**config.mk**
```make
export PLATFORM = sky130hd
export DESIGN_NAME = ahb_rr_arbiter
export DESIGN_NICKNAME = d
export VERILOG_FILES = /design/src/rtl/ahb_arb_pkg.sv /design/src/rtl/ahb_rr_pick.sv /design/src/rtl/ahb_rr_arbiter.sv
export SDC_FILE = /design/constraint.sdc
export NUM_CORES = 1
export LEC_CHECK = 0
export ABC_AREA = 1
export CORE_MARGIN = 2
export CORE_UTILIZATION = 44
export CTS_CLUSTER_SIZE = 28
export DETAILED_ROUTE_END_ITERATION = 6
export PLACE_DENSITY = 0.79
export REMOVE_ABC_BUFFERS = 1
export SYNTH_ARGS = -nofsm -noshare
export SYNTH_HDL_FRONTEND = slang
export SYNTH_SLANG_ARGS = --single-unit
```
**constraint.sdc**
```tcl
create_clock -name hclk -period 2.5 [get_ports hclk]
set_input_delay 0.375 -clock hclk [delete_from_list [all_inputs] [get_ports hclk]]
set_output_delay 0.375 -clock hclk [all_outputs]
set_load 0.05 [all_outputs]
```
**src/rtl/ahb_arb_pkg.sv**
```systemverilog
// Shared types, defaults and helpers for the round-robin AHB bus arbiter.
package ahb_arb_pkg;

    typedef enum logic {
        IDLE  = 1'b0,
        BURST = 1'b1
    } arb_state_e;

    localparam int DEF_NUM_MASTERS = 4;
    localparam int DEF_SEL_W       = 2;
    localparam int DEF_LEN_W       = 5;
    localparam int MAX_MASTERS     = 8;

    function automatic logic [MAX_MASTERS-1:0] onehot(input logic [2:0] idx);
        onehot      = '0;
        onehot[idx] = 1'b1;
    endfunction

endpackage

```
**src/rtl/ahb_rr_pick.sv**
```systemverilog
// Combinational round-robin winner search starting one past the last granted index.
module ahb_rr_pick #(
    parameter int NUM_MASTERS = 4,
    parameter int MI_W        = $clog2(NUM_MASTERS)
) (
    input  logic [NUM_MASTERS-1:0] req,
    input  logic [MI_W-1:0]        ptr,
    output logic                   valid,
    output logic [MI_W-1:0]        winner
);

    // Walk from the farthest candidate back to ptr+1 so the nearest requester is written last.
    always_comb begin
        logic [MI_W:0] cand;
        valid  = 1'b0;
        winner = '0;
        cand   = '0;
        for (int k = NUM_MASTERS; k >= 1; k--) begin
            cand = {1'b0, ptr} + (MI_W+1)'(k);
            if (cand >= (MI_W+1)'(NUM_MASTERS))
                cand = cand - (MI_W+1)'(NUM_MASTERS);
            if (req[cand[MI_W-1:0]]) begin
                valid  = 1'b1;
                winner = cand[MI_W-1:0];
            end
        end
    end

endmodule

```
**src/rtl/ahb_rr_arbiter.sv**
```systemverilog
// Burst-aware round-robin arbiter: holds a grant for a counted burst, with locked re-grant.
module ahb_rr_arbiter
    import ahb_arb_pkg::*;
#(
    parameter int NUM_MASTERS = DEF_NUM_MASTERS,
    parameter int SEL_W       = DEF_SEL_W,
    parameter int LEN_W       = DEF_LEN_W,
    parameter int MI_W        = $clog2(NUM_MASTERS)
) (
    input  logic                         hclk,
    input  logic                         hreset,
    input  logic [NUM_MASTERS-1:0]       hreq,
    input  logic [NUM_MASTERS-1:0]       hlock,
    input  logic [NUM_MASTERS*SEL_W-1:0] sel_in,
    input  logic [NUM_MASTERS*LEN_W-1:0] hlen,
    input  logic                         hready,
    output logic [NUM_MASTERS-1:0]       hgrant,
    output logic [MI_W-1:0]              hmaster,
    output logic [SEL_W-1:0]             sel,
    output logic                         busy,
    output logic [LEN_W-1:0]             beats_left
);

    arb_state_e             state_q, state_d;
    logic [MI_W-1:0]        ptr_q, ptr_d;
    logic [NUM_MASTERS-1:0] hgrant_d;
    logic [MI_W-1:0]        hmaster_d;
    logic [SEL_W-1:0]       sel_d;
    logic                   busy_d;
    logic [LEN_W-1:0]       beats_d;

    logic                   pick_valid;
    logic [MI_W-1:0]        pick_win;
    logic                   do_load;
    logic [MI_W-1:0]        load_idx;
    logic [MAX_MASTERS-1:0] oh_full;
    logic [LEN_W-1:0]       len_w;

    logic [SEL_W-1:0] sel_arr [NUM_MASTERS];
    logic [LEN_W-1:0] len_arr [NUM_MASTERS];

    for (genvar i = 0; i < NUM_MASTERS; i++) begin : g_unpack
        assign sel_arr[i] = sel_in[i*SEL_W +: SEL_W];
        assign len_arr[i] = hlen[i*LEN_W +: LEN_W];
    end

    ahb_rr_pick #(
        .NUM_MASTERS(NUM_MASTERS),
        .MI_W       (MI_W)
    ) u_pick (
        .req   (hreq),
        .ptr   (ptr_q),
        .valid (pick_valid),
        .winner(pick_win)
    );

    always_comb begin
        state_d   = state_q;
        ptr_d     = ptr_q;
        hgrant_d  = hgrant;
        hmaster_d = hmaster;
        sel_d     = sel;
        busy_d    = busy;
        beats_d   = beats_left;
        do_load   = 1'b0;
        load_idx  = pick_win;
        oh_full   = '0;
        len_w     = '0;

        case (state_q)
            IDLE: begin
                if (pick_valid) begin
                    do_load = 1'b1;
                    ptr_d   = pick_win;
                end
            end
            BURST: begin
                if (hready) begin
                    if (beats_left == LEN_W'(1)) begin
                        // A locked master still requesting keeps the bus; ptr stays put.
                        if (hlock[hmaster] && hreq[hmaster]) begin
                            do_load  = 1'b1;
                            load_idx = hmaster;
                        end else if (pick_valid) begin
                            do_load = 1'b1;
                            ptr_d   = pick_win;
                        end else begin
                            state_d  = IDLE;
                            hgrant_d = '0;
                            sel_d    = '0;
                            busy_d   = 1'b0;
                            beats_d  = '0;
                        end
                    end else begin
                        beats_d = beats_left - LEN_W'(1);
                    end
                end
            end
            default: state_d = IDLE;
        endcase

        if (do_load) begin
            oh_full   = onehot(3'(load_idx));
            len_w     = len_arr[load_idx];
            state_d   = BURST;
            hgrant_d  = oh_full[NUM_MASTERS-1:0];
            hmaster_d = load_idx;
            sel_d     = sel_arr[load_idx];
            busy_d    = 1'b1;
            beats_d   = (len_w == '0) ? LEN_W'(1) : len_w;
        end
    end

    // Reset points ptr at the last master so the first search starts at master 0.
    always_ff @(posedge hclk) begin
        if (hreset) begin
            state_q    <= IDLE;
            ptr_q      <= MI_W'(NUM_MASTERS-1);
            hgrant     <= '0;
            hmaster    <= '0;
            sel        <= '0;
            busy       <= 1'b0;
            beats_left <= '0;
        end else begin
            state_q    <= state_d;
            ptr_q      <= ptr_d;
            hgrant     <= hgrant_d;
            hmaster    <= hmaster_d;
            sel        <= sel_d;
            busy       <= busy_d;
            beats_left <= beats_d;
        end
    end

endmodule
```
* After elaboration in Yosys (flattened, before gate mapping)
Index checks and enable logic that the tools add are counted.
** Word-level totals
- Input bits :: 39
- Word-level logic and storage cells :: 122
- RAM bits :: 0
- Register bits after elaboration :: 17
- ROM bits :: 0
- Memories :: 0
- Output and inout bits :: 14
- Latch bits :: 0
** Cells by class
- Div/mod/pow operators :: 0
- Bitwise operators :: 2
- Shift-type cells :: 0
- Multipliers :: 0
- Add/sub/neg operators :: 9
- Order comparisons :: 12
- Reduce and logical (&&, ||, !) cells :: 9
- Multiplexer cells :: 75
- Eq/ne operators :: 8
** Operators by type and width (number)
- 2-to-1 mux 2 bit :: 24
- 2-to-1 mux 5 bit :: 9
- 2-to-1 mux 1 bit :: 25
- 2-to-1 mux 4 bit :: 6
- greater-or-equal comparator 3 bit (second input constant) :: 5
- less-than comparator 2 x 3 -> 1 bit (second input constant) :: 5
- binary-select mux 1 bit (select 2 bit) :: 6
- binary-select mux 5 bit (select 2 bit) :: 1
- subtractor 2 x 1 -> 2 bit (second input constant) :: 4
- adder 2 x 2 -> 3 bit (second input constant) :: 2
- != test 2 bit (second input constant) :: 3
- != test 3 bit (second input constant) :: 2
- nonzero test 2 bit :: 3
- equality test 5 x 1 -> 1 bit (second input constant) :: 1
- logical NOT 5 bit :: 1
- AND reduction 5 bit :: 1
- subtractor 5 x 1 -> 5 bit (second input constant) :: 1
- binary-select mux 2 bit (select 2 bit) :: 1
- less-than comparator 2 x 4 -> 1 bit (second input constant) :: 1
- != test 2 x 1 -> 1 bit (second input constant) :: 2
- one-hot mux 2 bit (2 select lines) :: 1
- AND reduction 4 bit :: 1
- adder 2 x 1 -> 3 bit (second input constant) :: 1
- adder 2 x 3 -> 3 bit (second input constant) :: 1
- other kinds (7) :: 8

* Logic depth before layout (Yosys ltp)
Gate-level depths: netlist of the first run.
- Depth after elaboration :: 20
- Depth in mapped cells :: 21
- Depth with buffers taken out :: 19

* By module
Synthesis of the first run repeated with hierarchy kept, for this count alone.
** Second synthesis, totals
- Cell total of the unflattened synthesis :: 236
- Area, all modules :: 1485.2 µm²
** By module, submodules not included
- ahb_rr_arbiter :: sequential area each 340.3 µm², times used 1, area each 1238.7 µm², cells each 185
- ahb_rr_pick :: sequential area each 0.0 µm², times used 1, area each 246.5 µm², cells each 51

* Worst setup path before layout of the first run
OpenSTA, ideal clock, no wires.
- Path kind :: reg-to-reg
- From :: register beats_left[0]
- To :: register beats_left[0]
- Slack :: 0.301 ns
- Required time :: 2.433 ns
- Clock period less this slack :: 2.199 ns
- Cell stages (with the launch flop) :: 17
- Data arrival time :: 2.133 ns
- Path buffers :: 1
- Library setup time :: 0.067 ns
- Path through :: dfxtp_1 -> ha_1 -> nand3_1 -> nor2_2 -> nand2_1 -> nand3_4 -> nand2_4 -> buf_6 -> nand2_1 -> nand2_1 -> nand2_1 -> nand2_1 -> nor2_1 -> nand2_1 -> nand2_1 -> nand2_1 -> a21oi_2
** On the way
- Cells in the longest elaborated chain, start to end :: 11
- Elaborated cells on any way between the ends :: 23
- Those cells by class :: add/sub (1); eq/ne (3); mux (14); bitwise (1); reduce/logical (4)
** RTL lines
- from (decl) :: RTL line ahb_rr_arbiter.sv:21 : output logic [LEN_W-1:0] beats_left
- from (signal assigned) :: RTL line ahb_rr_arbiter.sv:131 : beats_left <= beats_d;
- equality test 5 x 1 -> 1 bit :: RTL line ahb_rr_arbiter.sv:79 : if (beats_left == LEN_W'(1)) begin
- 2-to-1 mux 2 bit :: RTL line ahb_rr_arbiter.sv:79
- 2-to-1 mux 2 bit :: RTL line ahb_rr_arbiter.sv:78 : if (hready) begin
- 2-to-1 mux 2 bit :: RTL line ahb_rr_arbiter.sv:70 : case (state_q)
- NOT 2 -> 3 bit (implied by the code) :: RTL line ahb_rr_arbiter.sv:104 : len_w = len_arr[load_idx];
- binary-select mux 5 bit (select 2 bit) :: RTL line ahb_rr_arbiter.sv:104
- 2-to-1 mux 5 bit (implied by the code) (2 in a row) :: RTL line ahb_rr_arbiter.sv:104
- logical NOT 5 bit :: RTL line ahb_rr_arbiter.sv:110 : beats_d = (len_w == '0) ? LEN_W'(1) : len_w;
- 2-to-1 mux 5 bit :: RTL line ahb_rr_arbiter.sv:110
- 2-to-1 mux 5 bit :: RTL line ahb_rr_arbiter.sv:102 : if (do_load) begin
Parallel ways exist; a longest one is shown, timed or not. The select of a mux whose other input is x is not followed.
A chain may end at the register's enable or synchronous reset.

* Worst setup path in the final report of the first run
- From :: input hreq[1]
- To :: register beats_left[0]
** On the way
- Cells in the longest elaborated chain, start to end :: 17
- Elaborated cells on any way between the ends :: 40
- Those cells by class :: eq/ne (2); mux (32); bitwise (1); reduce/logical (5)
** RTL lines
- from (decl) :: RTL line ahb_rr_arbiter.sv:12 : input logic [NUM_MASTERS-1:0] hreq,
- binary-select mux 1 bit (select 2 bit) :: RTL line ahb_rr_pick.sv:22 : if (req[cand[MI_W-1:0]]) begin
- 2-to-1 mux 1 bit (implied by the code) :: RTL line ahb_rr_pick.sv:22
- 2-to-1 mux 2 bit (4 in a row) :: RTL line ahb_rr_pick.sv:22
- 2-to-1 mux 2 bit :: RTL line ahb_rr_arbiter.sv:81 : if (hlock[hmaster] && hreq[hmaster]) begin
- 2-to-1 mux 2 bit :: RTL line ahb_rr_arbiter.sv:79
- 2-to-1 mux 2 bit :: RTL line ahb_rr_arbiter.sv:78
- 2-to-1 mux 2 bit :: RTL line ahb_rr_arbiter.sv:70
- NOT 2 -> 3 bit (implied by the code) :: RTL line ahb_rr_arbiter.sv:104
- binary-select mux 5 bit (select 2 bit) :: RTL line ahb_rr_arbiter.sv:104
- 2-to-1 mux 5 bit (implied by the code) (2 in a row) :: RTL line ahb_rr_arbiter.sv:104
- logical NOT 5 bit :: RTL line ahb_rr_arbiter.sv:110
- 2-to-1 mux 5 bit :: RTL line ahb_rr_arbiter.sv:110
- 2-to-1 mux 5 bit :: RTL line ahb_rr_arbiter.sv:102
Parallel ways exist; a longest one is shown, timed or not. The select of a mux whose other input is x is not followed.

==> results of run 1 <==
flip-flops by register name, indices dropped and copies added, names as in the netlist:
| register | cells |
|---|---|
| beats_left | 5 |
| busy | 1 |
| sel | 2 |
| ptr_q | 2 |
| hgrant | 4 |
| hmaster | 2 |
| state_q | 1 |
per-layer routing:
metal | global-route usage, % | wire length, um | part of all wire (%) | vias up
li1 | - | - | - | 856
met1 | 26.20 | 1509 | 41 | 718
met2 | 39.87 | 1906 | 52 | 51
met4 | 4.870 | 34 | 0.93 | 0
met5 | 0 | 0 | 0 | -
met3 | 5.895 | 190 | 5.2 | 8
through the flow:
step	area, um^2	worst slack, ns	cells	power [mW]
finish	1953	0.2141	319	2.948
global route	1953	0.01879	319	3.254
CTS	1953	0.2792	319	2.961
detailed placement	1926	-0.02375	315	2.803
global placement	1926	-0.03012	315	2.794
floorplan	1319	0.2577	224	2.175
critical path, stage by stage:
cell and delay, ns:
clkdlybuf4s50_1 0.53, inv_1 0.06, nand2_1 0.08, nand3_1 0.14
nand2_1 0.12, inv_2 0.03, nand2_1 0.07, nand2_1 0.07
nand2_2 0.08, nand3_4 0.07, nand2_4 0.14, inv_1 0.08
nor2_1 0.27, nand2_1 0.08, nand2_1 0.08, nor2_1 0.05
nand2_1 0.05, nand2_1 0.05, a21oi_2 0.10
Yosys cell counts, drive strengths merged:
cell type,n
dfxtp,17
a31oi,5
nor3b,1
a21oi,15
buf,3
clkbuf,1
ha,2
inv,24
nand3,27
o211ai,1
nand2,98
o21ai,17
nand4,2
nor2,14
xor2,1
cells in the final DEF, fill, tap and decap left out, types with 2 or more instances in the layout:
cell type | netlist | routed
a21oi_1 | 14 | 14
a31oi_1 | 4 | 4
buf_4 | 0 | 6
clkbuf_4 | 0 | 3
clkdlybuf4s50_1 | 0 | 52
dfxtp_1 | 17 | 17
ha_1 | 2 | 2
inv_1 | 18 | 18
inv_2 | 5 | 5
nand2_1 | 90 | 90
nand2_2 | 6 | 6
nand2_4 | 2 | 2
nand3_1 | 24 | 24
nand3_2 | 2 | 2
nand4_1 | 2 | 2
nor2_1 | 8 | 8
nor2_2 | 6 | 6
o21ai_0 | 14 | 14
o21ai_1 | 3 | 3
power groups by stage:
| stage | clock, mW | combinational (mW) | sequential, mW |
|---|---|---|---|
| 3_5_place_dp | 0 | 2.30 | 0.498 |
| 3_3_place_gp | 0 | 2.29 | 0.503 |
| 4_1_cts | 0.150 | 2.32 | 0.495 |
| 5_1_grt | 0.161 | 2.59 | 0.508 |
| 6_report | 0.145 | 2.31 | 0.497 |
| 2_1_floorplan | 0 | 1.39 | 0.785 |
cell families after synthesis:
group                    share of synthesized area (%)
AND/OR/NAND/NOR                                  47.64
AO/OA/AOI/OAI                                    15.48
buffers and inverters                            9.175
flip-flops                                       25.21
adder cells (fa/ha/maj)                          1.853
XOR/XNOR                                        0.6489
final timing paths:
check | from | end | slack (ns) | cells after the start
worst max-delay path | hreq[1] | beats_left[0] | 0.21 | 19
worst min-delay path | sel[0] | sel[0] | 0.47 | 2
worst max register to register | ptr_q[0] | beats_left[0] | 0.26 | 18
worst min register to register | sel[0] | sel[0] | 0.47 | 2
final cells by class:
class                   count  area, um^2  area share [%]
flip-flops and latches     17       340.3           17.42
clock buffers               3       22.52           1.153
clock inverters             1       5.005          0.2562
repair buffers             58       565.5           28.96
multi-input cells         183       885.9           45.36
inverters                  24       92.59           4.741
well taps                  33       41.29           2.114
==> flow_summary.json, run 1 <==
{
  "grt_pass1_wl_mm": 6.134,
  "fin_util_pct": 65.59,
  "internal_power_mw": 1.248,
  "viasPerCell": 5.119,
  "antenna_found_initial": 0,
  "maxCapViolCount": 0,
  "num_rows": 20,
  "numClockSinks": 17,
  "grt_pass1_vias": 1467,
  "yosys_warnings": 0,
  "layout.nets": 328,
  "start_kind": "primary input",
  "firstDrtPassIters": 4,
  "die_x_um": 59.39,
  "nFillCells": 278,
  "n_antenna_cell": 0,
  "synth_cell_types": 26,
  "min_path_type": "register to register",
  "syn-cell-area_um2": 1350,
  "max_slew_margin_pct": 65.95,
  "ir_worst_vdd_uv": 834.2,
  "wl_mm": 3.641,
  "h-tree-depth": 1,
  "whs_ns": 0.4734,
  "hpwl_mm": 2.975,
  "required_ns": 2.74,
  "ys_seq_elements": 17,
  "run_status": "complete, no violations",
  "clock_power_share_pct": 4.9,
  "hold_viol_final": 0,
  "grt_max_degree": 13,
  "p_leak_nw": 0.9149,
  "die_y_um": 59.39,
  "cts_root_buf": "clkbuf_4",
  "area_growth_pct": 44.67,
  "power.share.switching_pct": 57.66,
  "worst-slew-pin-transition_ns": 0.5092,
  "drtIter0Drc": 111,
  "finalMaxSlewViolations": 0,
  "p_sw_mw": 1.699,
  "core-area_um2": 2978,
  "cts_max_path_buffers": 2,
  "drc": 0,
  "vias": 1633,
  "final_antenna_net_count": 0,
  "drive_above_1_share_pct": 12.24,
  "rsz0062_at_grt": "no",
  "period_share_pct": 91.43,
  "netlist_instances": 228,
  "setup_viol": 0,
  "end_kind": "register",
  "grt_usage_pct": 22.22,
  "cts_resized": 0,
  "cts_buffers": 3,
  "pin_count": 53,
  "critPathArrivalTime_ns": 2.53,
  "start_util_pct": 45.34,
  "portBuffers": 52,
  "seqPwrFrac_pct": 16.9,
  "crit_type": "primary input to register",
  "syn_area_per_cell_um2": 5.921,
  "overflow": 0,
  "p_comb_share_pct": 78.2,
  "dieArea_um2": 3527,
  "yosysSeqAreaShare_pct": 25.21,
  "yosysTopAreaCellShare_pct": 25.21,
  "min_period_ns": 2.286,
  "yosys.area.top_type": "dfxtp_1",
  "clock.fmax_ghz": 0.4375,
  "worst-path-max-fanout": 12,
  "hold_buffers": 0,
  "fin_worst_skew_ns": 0.009171,
  "cts_tree": "done",
  "synth.area.top_cells": "dfxtp_1 (25%), nand2_1 (25%), nand3_1 (8.9%)",
  "tns_ns": 0,
  "place_congestion": 0.9081,
  "cellPowerDensity_nw_per_um2": 1509,
  "worst_skew_pair.late_latency_ns": 0.29,
  "wl_per_cell_um": 11.41,
  "cts_setup_buffers": 0,
  "clkTransAtPathRegs_ns": 0.10
}
Power figures use the tool's default switching activity.
==> run 2, diff against run 1 <==
CTS_CLUSTER_SIZE = 12   (was 28)
==> results of run 2 <==
Final layout, timing and power as in run 1 (identical DEF).
